===== config.mk =====
export PLATFORM = sky130hd
export DESIGN_NAME = gradient_window_sequencer_flat
export DESIGN_NICKNAME = d
export VERILOG_FILES = /design/src/rtl/gradient_window_sequencer_if.sv /design/src/rtl/gradient_window_sequencer.sv /design/src/flat_wrapper.sv
export SDC_FILE = /design/constraint.sdc
export NUM_CORES = 1
export LEC_CHECK = 0
export CAP_MARGIN = 20
export CORE_MARGIN = 2
export CORE_UTILIZATION = 48
export DETAILED_ROUTE_END_ITERATION = 10
export PLACE_DENSITY_LB_ADDON = 0.2
export SETUP_SLACK_MARGIN = 0.3
export SLEW_MARGIN = 20
export SYNTH_ARGS = -nofsm -noshare
export SYNTH_HDL_FRONTEND = slang
export SYNTH_SLANG_ARGS = --single-unit
export TNS_END_PERCENT = 1

===== constraint.sdc =====
create_clock -name i_clk -period 2.2 [get_ports i_clk]
set_input_delay 0.22 -clock i_clk [delete_from_list [all_inputs] [get_ports i_clk]]
set_output_delay 0.22 -clock i_clk [all_outputs]
set_load 0.005 [all_outputs]

===== src/rtl/gradient_window_sequencer_if.sv =====
// Pixel-in / window-out handshake bundle between the pixel source and the window sequencer.
interface gradient_window_sequencer_if #(
  parameter int unsigned CNT_WIDTH = 12
);
  logic                     i_pixel_valid;
  logic                     i_start_of_frame;
  logic                     o_pixel_accept;
  logic                     o_window_valid;
  logic                     o_window_sof;
  logic                     o_frame_done;
  logic                     o_sof_error;
  logic                     o_busy;
  logic [2*CNT_WIDTH-1:0]   o_window_count;

  modport master (
    output i_pixel_valid, i_start_of_frame,
    input  o_pixel_accept, o_window_valid, o_window_sof, o_frame_done,
    input  o_sof_error, o_busy, o_window_count
  );

  modport slave (
    input  i_pixel_valid, i_start_of_frame,
    output o_pixel_accept, o_window_valid, o_window_sof, o_frame_done,
    output o_sof_error, o_busy, o_window_count
  );
endinterface


===== src/rtl/gradient_window_sequencer.sv =====
// Raster tracker and window-valid sequencer for the 5x5 gradient kernel.
// Optional per-frame window counter enabled by GRADIENT_SEQ_WINDOW_COUNT_EN.
module gradient_window_sequencer #(
  parameter int unsigned KERNEL_SIZE = 5,
  parameter int unsigned IMG_WIDTH   = 640,
  parameter int unsigned IMG_HEIGHT  = 480,
  parameter int unsigned CNT_WIDTH   = 12
) (
  input  logic                        i_clk,
  input  logic                        i_areset,
  gradient_window_sequencer_if.slave  bus
);

  localparam int unsigned WIN_W = 2 * CNT_WIDTH;
  localparam logic [CNT_WIDTH-1:0] LP_K_LAST = CNT_WIDTH'(KERNEL_SIZE - 1);
  localparam logic [CNT_WIDTH-1:0] LP_W_LAST = CNT_WIDTH'(IMG_WIDTH - 1);
  localparam logic [CNT_WIDTH-1:0] LP_H_LAST = CNT_WIDTH'(IMG_HEIGHT - 1);

  typedef enum logic [1:0] {
    ST_IDLE   = 2'd0,
    ST_FILL   = 2'd1,
    ST_ACTIVE = 2'd2
  } state_t;

  state_t               r_state;
  state_t               w_state_next;
  logic [CNT_WIDTH-1:0] r_col;
  logic [CNT_WIDTH-1:0] r_row;
  logic [CNT_WIDTH-1:0] w_col_next;
  logic [CNT_WIDTH-1:0] w_row_next;
  logic [CNT_WIDTH-1:0] w_pos_col;
  logic [CNT_WIDTH-1:0] w_pos_row;

  logic w_accept;
  logic w_sof_acc;
  logic w_at_first;
  logic w_at_last;
  logic w_win;
  logic w_win_sof;
  logic w_done;
  logic w_sof_err;

  logic r_window_valid;
  logic r_window_sof;
  logic r_frame_done;
  logic r_sof_error;
  logic r_busy;

  // State register
  always_ff @(posedge i_clk or posedge i_areset) begin
    if (i_areset) r_state <= ST_IDLE;
    else          r_state <= w_state_next;
  end

  // Next state, next raster position and per-pixel events.
  // An accepted SOF pixel is always (0,0), whatever the counters hold.
  always_comb begin
    w_state_next = r_state;
    w_col_next   = r_col;
    w_row_next   = r_row;

    w_accept   = bus.i_pixel_valid & ((r_state != ST_IDLE) | bus.i_start_of_frame);
    w_sof_acc  = w_accept & bus.i_start_of_frame;
    w_pos_col  = w_sof_acc ? '0 : r_col;
    w_pos_row  = w_sof_acc ? '0 : r_row;
    w_at_first = (w_pos_col == LP_K_LAST) && (w_pos_row == LP_K_LAST);
    w_at_last  = (w_pos_col == LP_W_LAST) && (w_pos_row == LP_H_LAST);
    w_win      = w_accept && (w_pos_row >= LP_K_LAST) && (w_pos_col >= LP_K_LAST);
    w_win_sof  = w_win & w_at_first;
    w_sof_err  = w_sof_acc & (r_state != ST_IDLE);
    w_done     = w_accept & ~w_sof_acc & (r_state == ST_ACTIVE) & w_at_last;

    if (w_accept) begin
      if (w_done) begin
        w_col_next = '0;
        w_row_next = '0;
      end else if (w_pos_col == LP_W_LAST) begin
        w_col_next = '0;
        w_row_next = w_pos_row + CNT_WIDTH'(1);
      end else begin
        w_col_next = w_pos_col + CNT_WIDTH'(1);
        w_row_next = w_pos_row;
      end
    end

    if (w_sof_acc) begin
      w_state_next = ST_FILL;
    end else if (w_accept) begin
      case (r_state)
        ST_FILL:   if (w_at_first) w_state_next = ST_ACTIVE;
        ST_ACTIVE: if (w_at_last)  w_state_next = ST_IDLE;
        default:   w_state_next = r_state;
      endcase
    end
  end

  // Raster counters and registered event pulses
  always_ff @(posedge i_clk or posedge i_areset) begin
    if (i_areset) begin
      r_col          <= '0;
      r_row          <= '0;
      r_window_valid <= 1'b0;
      r_window_sof   <= 1'b0;
      r_frame_done   <= 1'b0;
      r_sof_error    <= 1'b0;
      r_busy         <= 1'b0;
    end else begin
      r_col          <= w_col_next;
      r_row          <= w_row_next;
      r_window_valid <= w_win;
      r_window_sof   <= w_win_sof;
      r_frame_done   <= w_done;
      r_sof_error    <= w_sof_err;
      r_busy         <= (w_state_next != ST_IDLE);
    end
  end

`ifdef GRADIENT_SEQ_WINDOW_COUNT_EN
  logic [WIN_W-1:0] r_win_cnt;
  logic [WIN_W-1:0] r_win_count_out;
  logic [WIN_W-1:0] w_win_cnt_inc;

  assign w_win_cnt_inc = r_win_cnt + WIN_W'(w_win);

  // Running count restarts on every accepted SOF; only completed frames publish it
  always_ff @(posedge i_clk or posedge i_areset) begin
    if (i_areset) begin
      r_win_cnt       <= '0;
      r_win_count_out <= '0;
    end else begin
      if (w_sof_acc) r_win_cnt <= '0;
      else if (w_win) r_win_cnt <= w_win_cnt_inc;
      if (w_done) r_win_count_out <= w_win_cnt_inc;
    end
  end

  assign bus.o_window_count = r_win_count_out;
`else
  assign bus.o_window_count = WIN_W'(0);
`endif

  assign bus.o_pixel_accept = w_accept;
  assign bus.o_window_valid = r_window_valid;
  assign bus.o_window_sof   = r_window_sof;
  assign bus.o_frame_done   = r_frame_done;
  assign bus.o_sof_error    = r_sof_error;
  assign bus.o_busy         = r_busy;

endmodule


===== src/flat_wrapper.sv =====
// flat-port wrapper written by rule: the top's interface ports become plain ports
module gradient_window_sequencer_flat 
#(
  parameter int unsigned KERNEL_SIZE = 5,
  parameter int unsigned IMG_WIDTH   = 640,
  parameter int unsigned IMG_HEIGHT  = 480,
  parameter int unsigned CNT_WIDTH   = 12
)
  (i_clk, i_areset, bus_i_pixel_valid, bus_i_start_of_frame, bus_o_pixel_accept, bus_o_window_valid, bus_o_window_sof, bus_o_frame_done, bus_o_sof_error, bus_o_busy, bus_o_window_count);
  gradient_window_sequencer_if #(.CNT_WIDTH(CNT_WIDTH)) bus_i ();
  input  logic i_clk;
  input  logic i_areset;
  input wire logic [$bits(bus_i.i_pixel_valid)-1:0] bus_i_pixel_valid;
  input wire logic [$bits(bus_i.i_start_of_frame)-1:0] bus_i_start_of_frame;
  output wire logic [$bits(bus_i.o_pixel_accept)-1:0] bus_o_pixel_accept;
  output wire logic [$bits(bus_i.o_window_valid)-1:0] bus_o_window_valid;
  output wire logic [$bits(bus_i.o_window_sof)-1:0] bus_o_window_sof;
  output wire logic [$bits(bus_i.o_frame_done)-1:0] bus_o_frame_done;
  output wire logic [$bits(bus_i.o_sof_error)-1:0] bus_o_sof_error;
  output wire logic [$bits(bus_i.o_busy)-1:0] bus_o_busy;
  output wire logic [$bits(bus_i.o_window_count)-1:0] bus_o_window_count;
  assign bus_i.i_pixel_valid = bus_i_pixel_valid;
  assign bus_i.i_start_of_frame = bus_i_start_of_frame;
  assign bus_o_pixel_accept = bus_i.o_pixel_accept;
  assign bus_o_window_valid = bus_i.o_window_valid;
  assign bus_o_window_sof = bus_i.o_window_sof;
  assign bus_o_frame_done = bus_i.o_frame_done;
  assign bus_o_sof_error = bus_i.o_sof_error;
  assign bus_o_busy = bus_i.o_busy;
  assign bus_o_window_count = bus_i.o_window_count;
  gradient_window_sequencer #(.KERNEL_SIZE(KERNEL_SIZE), .IMG_WIDTH(IMG_WIDTH), .IMG_HEIGHT(IMG_HEIGHT), .CNT_WIDTH(CNT_WIDTH)) u_core (.i_clk(i_clk), .i_areset(i_areset), .bus(bus_i));
endmodule

* After elaboration in Yosys (flattened, before gate mapping)
Cells that the tools add are included.
** Word-level totals
- Bits in registers :: 31
- Input bits :: 4
- Output and inout bits :: 30
- Word-level logic and storage cells :: 44
** Cells by class
- Add/subtract/negate cells :: 2
- $lt $le $gt $ge :: 2
- Equality and inequality tests :: 6
- Mux-type cells :: 11
- Bitwise gates (word level) :: 9
- Reduce and logical (&&, ||, !) cells :: 6
** Operator list (number)
- $mux W12 :: 6
- $add A12 B1 Y12 const B :: 2
- $eq A12 B3 Y1 const B :: 2
- $ge A12 B3 Y1 const B :: 2
- $eq A12 B10 Y1 const B :: 1
- $eq A12 B9 Y1 const B :: 1
- $mux W2 :: 4
- $and A1 B1 Y1 :: 7
- $logic_and A1 B1 Y1 :: 4
- $pmux W2 S2 :: 1
- $reduce_bool A2 Y1 :: 2
- $eq A2 B1 Y1 const B :: 1
- $eq A2 B2 Y1 const B :: 1
- $not A1 Y1 :: 1
- $or A1 B1 Y1 :: 1

* Logic depth before layout (Yosys ltp)
- Word-level depth :: 12
- Mapped depth :: 13
- Gate-level depth less buffers :: 10

* Least setup slack after synthesis
OpenSTA, ideal clock, no wires.
- Path type :: input to register
- From :: input bus_i_start_of_frame
- To :: register u_core.r_state[1]
- Library setup time :: 0.132 ns
- Arrival :: 2.584 ns
- Required time :: 2.068 ns
- Slack :: -0.516 ns
- Stages on the path :: 12
- Path buffers :: 3
- Cell sequence :: buf_6 -> nand2_1 -> clkbuf_1 -> and2_1 -> ha_1 -> nand4_1 -> or3_4 -> buf_6 -> or4_1 -> a21o_1 -> a22oi_1 -> nor2_1
** On the way
- Longest elaborated chain between the ends :: 10
- Elaborated cells on any way between the ends :: 16
- Classes of those cells :: eq/ne: 4; mux: 7; bitwise: 3; reduce/logical: 2
** RTL lines
- from (decl) :: RTL line flat_wrapper.sv:14 : input wire logic [$bits(bus_i.i_start_of_frame)-1:0] bus_i_start_of_frame;
- $or A1 B1 Y1 :: RTL line gradient_window_sequencer.sv:62 : w_accept = bus.i_pixel_valid & ((r_state != ST_IDLE) | bus.i_start_of_frame);
- $and A1 B1 Y1 :: RTL line gradient_window_sequencer.sv:62
- $and A1 B1 Y1 :: RTL line gradient_window_sequencer.sv:63 : w_sof_acc = w_accept & bus.i_start_of_frame;
- $mux W12 (on tied branches) :: RTL line gradient_window_sequencer.sv:64, gradient_window_sequencer.sv:65
- $eq A12 B10 Y1 (tied with other cells) :: RTL line gradient_window_sequencer.sv:67 : w_at_last = (w_pos_col == LP_W_LAST) && (w_pos_row == LP_H_LAST);
- $logic_and A1 B1 Y1 (on tied branches) :: RTL line gradient_window_sequencer.sv:67, gradient_window_sequencer.sv:66
- $mux W2 (on tied branches) :: RTL line gradient_window_sequencer.sv:91, gradient_window_sequencer.sv:90
- $pmux W2 S2 :: RTL line gradient_window_sequencer.sv:89 : case (r_state)
- $mux W2 :: RTL line gradient_window_sequencer.sv:88 : end else if (w_accept) begin
- $mux W2 * :: RTL line gradient_window_sequencer.sv:86 : if (w_sof_acc) begin
- via u_core.w_state_next[1] :: RTL line gradient_window_sequencer.sv:26 : state_t w_state_next;
- to (signal assigned) :: RTL line gradient_window_sequencer.sv:52 : else r_state <= w_state_next;
- to (decl) :: RTL line gradient_window_sequencer.sv:25 : state_t r_state;
The timed path passes the listed nets; every way through them passes the cells marked *.
A chain may end at the register's enable or synchronous reset.

* Worst setup path after layout
- From :: register u_core.r_col[4]
- To :: register u_core.r_busy (netlist: u_core.bus.o_busy)
** On the way
- Longest elaborated chain between the ends :: 8
- Elaborated cells on any way between the ends :: 11
- Classes of those cells :: eq/ne: 2; mux: 6; reduce/logical: 3
** RTL lines
- from (decl) :: RTL line gradient_window_sequencer.sv:27 : logic [CNT_WIDTH-1:0] r_col;
- from (signal assigned) :: RTL line gradient_window_sequencer.sv:108 : r_col <= w_col_next;
- $mux W12 * :: RTL line gradient_window_sequencer.sv:64 : w_pos_col = w_sof_acc ? '0 : r_col;
- $eq A12 B10 Y1 / $eq A12 B3 Y1 (equally long branches) :: RTL line gradient_window_sequencer.sv:67, gradient_window_sequencer.sv:66
- $logic_and A1 B1 Y1 (on tied branches) :: RTL line gradient_window_sequencer.sv:67, gradient_window_sequencer.sv:66
- $mux W2 (on tied branches) :: RTL line gradient_window_sequencer.sv:91, gradient_window_sequencer.sv:90
- $pmux W2 S2 * :: RTL line gradient_window_sequencer.sv:89
- $mux W2 * :: RTL line gradient_window_sequencer.sv:88
- $mux W2 * :: RTL line gradient_window_sequencer.sv:86
- $reduce_bool A2 Y1 * :: RTL line gradient_window_sequencer.sv:114 : r_busy <= (w_state_next != ST_IDLE);
- to (signal assigned) :: RTL line gradient_window_sequencer.sv:114
- to (decl) :: RTL line gradient_window_sequencer.sv:47 : logic r_busy;
Mark *: on every way between the ends. The rest lies on a longest branch, timed or not.

==> flow_summary.ini <==
[pwr]
p_leak_uw = 0.001232
p_per_area_nw_per_um2 = 470.3
p_total_uw = 1202
peakVddDrop_mv = 0.5295

[cts]
clock_sinks = 31
cts-root-buf = clkbuf_8
cts_max_level = 2
clk_pin_slew_ps = 70
cts_buffers = 5
postCtsHoldBufs = 0
cts_tree = yes
cts_max_path_buffers = 2
clk_latency_ps = 290

[yosys]
syn_inst = 243
synth_area_um2 = 2047
synthArstFlopShare_pct = 100.0
yosys_warnings = 0
synth_seq_cells = 31
synth_compound_gate_area_share_pct = 12.96
synthXorXnorAreaFrac_pct = 0.4279
synthAdderAreaFrac_pct = 3.667
yosysSeqAreaShare_pct = 37.90
synthFlopType = dfrtp_1
synth_cell_types = 45
syn_avg_cell_area_um2 = 8.424
synth_top_family_by_area = simple AND/OR/NAND/NOR gates
synth.area.mux_share_pct = 0.9780
synth_edf_count = 0
yosys.area_share.simple_pct = 30.81

[floorplan]
boundaryPins = 34
dieArea_um2 = 4803
initial_core_util_pct = 50.45
design.core.area_um2 = 4058
die_w_um = 69.31
num_rows = 23
die_h_um = 69.31

[final_layout]
layout_common_cells = buf_4, dfrtp_1, nand2_1, conb_1, nor2_1
layout.cells.most_common = buf_4
fin_util_pct = 62.97
antenna_cells = 0
fillers = 343
area_growth_pct = 24.82
final_nets = 301
seq_area_um2 = 775.7
layoutNonFillerInstCount = 342
layout-drive-gt1-share_pct = 23.97
multi_input_area_um2 = 1195

[setup_path]
endpoint_kind = flop
regToRegSetupSlack_ps = 50
path_max_fanout = 5
startpoint_type = flop
r2r-start = u_core.r_col[4]$_DFFE_PP0P_
r2r_end = u_core.bus.o_busy$_DFF_PP0_
worst_r2r_path_depth = 6
cpMaxStageDelayCell = or4_1
cp_cell_sequence = or4_1 -> nor4_1 -> nand4_1 -> and2_1 -> o21ai_0 -> nand3_1
timing.critical_path.depth = 6
crit_buf_inv = 0
worst_ep_required_time_ps = 2370
path_class = flop to flop
crit_arrival_ps = 2320
crit_path_max_incr_delay_ps = 570
crit_family = simple AND/OR/NAND/NOR gates

[placement]
place_inst = 330
io_buffers = 9
place_congestion = 0.8297
dpl.hpwl_um = 3416

[timing]
slew_headroom_pct = 61.30
rsz0062_at_grt = true
slew_viol_final = 0
final-setup-viol-count = 0
timing.final.crit_share_pct = 97.71
finClkSkew_ps = 11.23
hold_viol = 0
max_freq_mhz = 465.2
worstMarginPinSlew_ps = 578.4
min_period_ps = 2150

[drt]
drt-pass1-iter-count = 7
route.detailed.drc = 0
routed_wl_um = 4865
viasPerCell = 5.430
ant_nets = 0
num_vias = 1857
drtIter0Drc = 167
wl_per_cell_um = 14.23

[hold_path]
min_path_type = primary input to asynchronous set/reset pin

[global_route]
grt_max_degree = 32
grt.total_usage_pct = 21.19
grt_pass1_wl_um = 7935
antenna_found_initial = 0
grt_pass1_vias = 1680
globalRoute.totalOverflow = 0

[outcome]
status = finished, final reports clean

[job]
drv_cap = 0
## through the flow
stage                     hold WS, ps  instance area [um2]  TNS [ps]  setup slack [ps]
final                           307.0                 2555         0             50.49
after global routing            406.7                 2555    -135.4            -48.17
after CTS                       329.5                 2505         0             89.79
after detailed placement        477.4                 2356     -8769            -473.3
after global placement          478.4                 2356     -8244            -412.7
after floorplan                 323.5                 2170     -1612            -175.0
## sequential cells by signal, summed over array words and instances, names as in the netlist
register,flops
u_core.r_col,12
u_core.r_row,12
u_core.r_state,2
u_core.bus.o_busy,1
u_core.bus.o_frame_done,1
u_core.bus.o_sof_error,1
u_core.bus.o_window_sof,1
u_core.bus.o_window_valid,1
## tightest hold or removal path: cells and delay by family
family | cells | cell delay (ps)
buffers and inverters | 3 | 800
## Yosys cell counts, types with 2 or more instances
library cell / count / share of area (%)
nand3_1: 16 / 3.9
o21ai_0: 19 / 4.6
or3_1: 2 / 0.61
nor3_1: 9 / 2.2
a31oi_1: 2 / 0.61
or4_1: 3 / 1.1
a22o_1: 2 / 0.86
buf_6: 3 / 1.7
a21o_1: 4 / 1.5
nand2_1: 25 / 4.6
nor2b_1: 2 / 0.61
mux2i_1: 2 / 0.98
nor2_1: 23 / 4.2
and3_1: 2 / 0.61
nor3b_1: 2 / 0.73
and2_1: 5 / 1.5
buf_4: 24 / 8.8
a21oi_1: 6 / 1.5
ha_1: 6 / 3.7
clkbuf_1: 4 / 0.73
nor4_1: 9 / 2.8
dfrtp_1: 31 / 38
nand4_1: 10 / 3.1
inv_1: 8 / 1.5
nand2b_1: 3 / 0.92
a31o_2: 2 / 0.86
## routing by layer
layer	wire length [um]	GRT usage, %	share of wire [%]	vias to the layer above
li1	-	-	-	915
met5	0	0	0	-
met4	80	8.497	1.6	0
met2	2208	31.41	45	79
met3	298	5.814	6.1	11
met1	2277	29.29	47	852
## worst max-delay path by stage
stage | from | to | slack [ps]
6_report | u_core.r_col[4]$_DFFE_PP0P_ | u_core.bus.o_busy$_DFF_PP0_ | 50
3_5_place_dp | bus_i_start_of_frame | u_core.r_row[11]$_DFFE_PP0P_ | -470
3_3_place_gp | bus_i_pixel_valid | u_core.r_col[5]$_DFFE_PP0P_ | -410
4_1_cts | u_core.r_col[1]$_DFFE_PP0P_ | u_core.r_state[1]$_DFF_PP0_ | 90
2_1_floorplan | bus_i_start_of_frame | u_core.r_state[1]$_DFF_PP0_ | -180
5_1_grt | u_core.r_col[1]$_DFFE_PP0P_ | u_core.r_row[4]$_DFFE_PP0P_ | -50
## power by group
part           switching (uW)  internal, uW  total [uW]
clock                     217           222         439
sequential               6.58           582         589
combinational            99.8          74.0         174
## layout make-up
class,count,area share [%]
clock inverter,1,0.1959
timing repair buffer,51,16.06
inverter,8,1.175
multi-input combinational,194,46.77
tap,50,2.449
clock buffer,7,2.987
sequential,31,30.36
## cell families (layout without fill, tap and decap cells)
group                    count (synthesis)  after routing
other                                    1             24
XOR/XNOR                                 1              1
AO/OA/AOI/OAI                           43             43
adder cells (fa/ha/maj)                  6              6
AND/OR/NAND/NOR                        118            118
multiplexers                             2              2
buffers and inverters                   41             67
flip-flops                              31             31
## timing repair
action,4_1_cts,5_1_grt
buffers inserted,4,0
pin swaps,1,5
resized for setup,11,15
endpoints found under the hold margin,0,0
setup endpoints to repair,27,27
No activity file was read; power rests on OpenSTA's default activity.
==> RTL change 1 (config.mk and constraints unchanged) <==
`CNT_WIDTH` is set to 12 in 3 places; all go to 8.
--- a/src/rtl/gradient_window_sequencer_if.sv
+++ b/src/rtl/gradient_window_sequencer_if.sv
@@ -2,3 +2,3 @@
 interface gradient_window_sequencer_if #(
-  parameter int unsigned CNT_WIDTH = 12
+  parameter int unsigned CNT_WIDTH = 8
 );
--- a/src/rtl/gradient_window_sequencer.sv
+++ b/src/rtl/gradient_window_sequencer.sv
@@ -6,3 +6,3 @@
   parameter int unsigned IMG_HEIGHT  = 480,
-  parameter int unsigned CNT_WIDTH   = 12
+  parameter int unsigned CNT_WIDTH   = 8
 ) (
--- a/src/flat_wrapper.sv
+++ b/src/flat_wrapper.sv
@@ -6,3 +6,3 @@
   parameter int unsigned IMG_HEIGHT  = 480,
-  parameter int unsigned CNT_WIDTH   = 12
+  parameter int unsigned CNT_WIDTH   = 8
 )
Interface: changed (resized bus_o_window_count); port bits go from 34 to 26. The function was not compared with the original's and may differ.
==> RTL change 1 against the original RTL <==
- routed wire length fell by 23%
- setup slack improved by 0.21 ns
- largest power group unchanged
- hold slack got worse by 0.082 ns
- power fell by 22%
- design area fell by 26%
- area after synthesis fell by 21%
- highest routed layer unchanged
- sequential power fell by 15%
- sequential share of layout area fell by 0.099 points
- sequential cell count fell by 8
- critical endpoint is now bus_o_pixel_accept
==> RTL change 1: results (changes against the original RTL) <==
GR met3 Demand/Resource -> 0.0393 (-0.0188)
TritonCTS Buffers -> 3 (-2)
Critical path arrival -> 1.72 ns (-0.60 ns)
GPL Wtd Cong -> 0.905 (+9.0%)
Leak pwr -> 0.837 nW (-32%)
Synth unique cells -> 46 (+2.2%)
Drt first pass iters -> 4 (-3)
CP Launch Point -> u_core.r_state[0]
Status -> finished clean
Met2 Use GR -> 0.339 (+0.0252)
Critical path fanouts, max -> 4 (-1)
Worst-path clk slew -> 0.14 ns (+0.07 ns)
First DRT Iteration DRCs -> 48 (-71%)
Slowest CP cell -> clkdlybuf4s50_1
HPWL Detailed -> 2710 µm (-21%)
Biggest regs -> u_core.r_col (8), u_core.r_row (8), u_core.r_state (2)
First-pass GRT wire length -> 5940 µm (-25%)
Family with the most delay on the worst path -> buffers and inverters
FILL cells -> 285 (-17%)
NumNets Final -> 222 (-26%)
Share of layout cells above drive strength 1 -> 0.209 (-0.0312)
CTS root buf -> clkbuf_4
Worst R2R Path Depth -> 5 (-1)
Total wire length -> 3750 µm (-23%)
Most common library cells after synthesis -> dfrtp_1, nand2_1, buf_4
-- RTL change 1: cell count changes after synthesis, moves of 5 or more --
cell / before / now
dfrtp_1: 31 / 23
nor2_1: 23 / 14
buf_4: 24 / 16
nand4_1: 10 / 5
nand3_1: 16 / 7
nor4_1: 9 / 3
nor3_1: 9 / 4
o21ai_0: 19 / 5
nand2_1: 25 / 19
-- RTL change 1: tightest hold or removal path: cells and delay by family --
| family | cells | cell delay (ns) |
|---|---|---|
| buf+inv | 3 | 0.74 |
-- RTL change 1: cells by family after synthesis --
group | share of synthesized area
and+or+nand+nor | 0.287
AOI/OAI and AO/OA | 0.172
buffers and inverters | 0.135
DFF | 0.357
adders and majority gates | 0.0466
other | 0.00233
-- RTL change 1: path summary, 6_finish.rpt --
path / end / slack [ns]
setup / recovery: bus_o_pixel_accept / 0.26
hold / removal: u_core.bus.o_window_valid / 0.23
setup reg to reg: u_core.bus.o_busy / 0.37
hold reg to reg: u_core.r_col[1] / 0.56
max in group asynchronous: u_core.r_col[0] / 1.73
min in group i_clk: u_core.bus.o_sof_error / 0.52
-- RTL change 1: metal layers --
metal,vias up,share of wire
li1,698,-
met1,681,0.44
met2,47,0.50
met3,2,0.048
met4,0,0.0032
met5,-,0
-- RTL change 1: report_power, final --
| group | switching, mW | internal, mW | total [mW] |
|---|---|---|---|
| sequential | 0.0468 | 0.454 | 0.500 |
| clock | 0.144 | 0.0710 | 0.215 |
| combinational | 0.116 | 0.105 | 0.221 |
-- RTL change 1: through the flow --
step	setup WS, ns	TNS, ns	power, mW	instances
after floorplan	0.155	0	0.673	201
after global placement	-0.0859	-0.409	0.710	246
after detailed placement	-0.163	-1.06	0.715	246
after CTS	0.221	0	0.925	253
after global routing	0.185	0	0.998	257
final	0.259	0	0.936	257
-- RTL change 1: final cells by class --
type                            count  area [µm²]  share of cell area
Multi-Input combinational cell    142         936               0.492
Clock buffer                        4        26.3              0.0138
Sequential cell                    23         576               0.303
Inverter                           10        37.5              0.0197
Timing Repair Buffer               32         269               0.141
Tap cell                           46        57.6              0.0303
-- RTL change 1: repair_timing --
action,in CTS,in global routing
pin swaps,2,0
gates resized for setup,7,4
buffers inserted,3,4
cloned,0,0
setup endpoints to repair,13,13
==> RTL change 2 (config.mk and constraints unchanged) <==
Without the edit above. Encoding of `state_t`: now one-hot (3 bits for 3 states).
--- a/src/rtl/gradient_window_sequencer.sv
+++ b/src/rtl/gradient_window_sequencer.sv
@@ -18,6 +18,6 @@
 
-  typedef enum logic [1:0] {
-    ST_IDLE   = 2'd0,
-    ST_FILL   = 2'd1,
-    ST_ACTIVE = 2'd2
+  typedef enum logic [2:0] {
+    ST_IDLE   = 3'b001,
+    ST_FILL   = 3'b010,
+    ST_ACTIVE = 3'b100
   } state_t;
Formal check against the unedited RTL: same outputs for any inputs over 10 cycles, from zero or initial values and one cycle with i_areset high; not proved beyond that.
==> RTL change 2 against the original RTL <==
- the flow now finishes with violations (setup timing)
- routed wire length grew 22%
- setup slack lost 0.31 ns
- global-route usage grew 3.9 points
- area after synthesis grew 1.2%
- die area grew 1.1%
- critical path depth shrank 1
- clock power grew 2%
- sequential cell count grew 1
- power grew 7.7%
- sequential power grew 7.1%
- synthesized cell count grew 0.82%
- design area grew 10%
- critical endpoint is now u_core.r_state[1]
==> RTL change 2: results (changes against the original RTL) <==
HPWL Detailed -> 4200 µm (+23%)
CTS root buf -> clkbuf_8
Leading area contributor after synthesis -> dfrtp_1
NumNets Final -> 323 (+7.3%)
DP Area -> 2600 µm² (+10%)
VDD IR-drop max -> 0.392 mV (-26%)
Skew final -> 0.00544 ns (-0.00578 ns)
GPL Wtd Cong -> 0.901 (+8.6%)
Register area share after synthesis -> 0.387 (+0.00834)
First DRT Iteration DRCs -> 183 (+9.6%)
Via count -> 2097 (+13%)
Synth unique cells -> 46 (+2.2%)
Synth area leaders -> dfrtp_1, buf_4, nand2_1
Most common library cells after synthesis -> nand2_1, dfrtp_1, buf_4
Asr flop ratio synth -> 1.00 (unchanged)
Largest net degree at the start of global routing -> 21 (-34%)
Post-Synthesis Cells -> 245 (+0.82%)
Synth Warn # -> 0 (unchanged)
Endpoints failing setup -> 10 (+10)
First-pass GRT wire length -> 9790 µm (+23%)
Critical path arrival -> 2.64 ns (+0.32 ns)
Biggest regs -> u_core.r_col (12), u_core.r_row (12), u_core.r_state (3)
Vias in the first global route -> 2047 (+22%)
Port Buf Inserts -> 9 (unchanged)
Leak pwr -> 1.32 nW (+7.1%)
Htree depth -> 2 (unchanged)
Relative slew slack -> 0.594 (-0.0194)
Setup_tns -> -0.970 ns (-0.970 ns)
Placed Instances -> 356 (+7.9%)
Drt first pass iters -> 4 (-3)
Avg Vias per Cell -> 5.71 (+5.2%)
Pre-CTS setup slack -> -0.597 ns (-0.123 ns)
Maximum clock path buffer count -> 2 (unchanged)
Status -> complete, but fails checks
Worst skew pair latency -> 0.29 ns (about the same)
Share of layout cells above drive strength 1 -> 0.331 (+0.0915)
Violations in the final reports -> setup timing
Antenna Cells -> 0 (unchanged)
Worst-path clk slew -> 0.07 ns (about the same)
Routed WL per cell -> 16.1 µm (+13%)
Antenna violations before repair -> 0 (unchanged)
PnR worst setup slack -> -0.256 ns (-0.307 ns)
Worst Hold Class -> in2async
Critical path fanouts, max -> 2 (-3)
All-Layer GR Usage -> 0.251 (+0.0390)
Post-synth EDFFs -> 0 (unchanged)
TritonCTS Buffers -> 5 (unchanged)
RTL change 2: cell types whose count changed after synthesis, moves of 3 or more:
| cell | before | now |
|---|---|---|
| nor2_1 | 23 | 10 |
| nand2_1 | 25 | 32 |
| a31oi_1 | 2 | 7 |
| clkbuf_1 | 4 | 9 |
| nor4_1 | 9 | 4 |
| o22ai_1 | 0 | 5 |
| o21ai_0 | 19 | 15 |
| a211oi_1 | 1 | 4 |
| buf_6 | 3 | 0 |
| ha_1 | 6 | 3 |
| or4_1 | 3 | 6 |
RTL change 2: critical path, cell delays in order (launching register included):
cell and delay (ns):
dfrtp_1 0.40, or4_4 0.56, or3_4 0.39, or4_4 0.42
or4_4 0.43, and2_4 0.15
RTL change 2: kinds of logic after synthesis:
family / after synthesis / share of synthesized area
XOR/XNOR: 3 / 0.0127
multiplexers: 1 / 0.00483
AND/OR/NAND/NOR: 109 / 0.287
buffers and inverters: 43 / 0.121
other: 1 / 0.00181
adder cells (fa/ha/maj): 3 / 0.0181
AO/OA/AOI/OAI: 53 / 0.167
flip-flops: 32 / 0.387
RTL change 2: path summary, 6_finish.rpt:
check	endpoint	start	slack, ns	cells after the start
worst max-delay path	u_core.r_state[1]	u_core.r_col[7]	-0.26	5
worst min-delay path	u_core.r_row[3]	i_areset	0.30	2
worst max register to register	u_core.r_state[1]	u_core.r_col[7]	-0.26	5
worst min register to register	u_core.bus.o_busy	u_core.r_state[1]	0.56	1
max in group asynchronous	u_core.r_row[0]	i_areset	1.38	3
min in group i_clk	u_core.bus.o_busy	u_core.r_state[1]	0.56	1
RTL change 2: power by group:
| part | switching [mW] | leakage [nW] | internal [mW] | total, mW |
|---|---|---|---|---|
| clock | 0.226 | 0.0422 | 0.222 | 0.448 |
| combinational | 0.122 | 0.852 | 0.0937 | 0.215 |
| sequential | 0.0241 | 0.425 | 0.607 | 0.631 |
RTL change 2: cell type report:
| type | count | area (µm²) |
|---|---|---|
| well taps | 50 | 62.6 |
| clock inverters | 1 | 5.00 |
| fillers | 347 | 1270 |
| clock buffers | 7 | 76.3 |
| repair buffers | 75 | 611 |
| inverters | 9 | 33.8 |
| flip-flops and latches | 32 | 802 |
| multi-input cells | 193 | 1230 |
RTL change 2: routing by layer:
metal	wire length [µm]	global-route usage
met1	2600	0.341
met2	2820	0.411
met3	410	0.0407
met4	86	0.0769
met5	0	0
RTL change 2: what timing repair did:
action	in CTS	in global routing
setup buffers	1	2
setup endpoints to repair	30	30
gates resized for setup	28	9
pin swaps	16	15
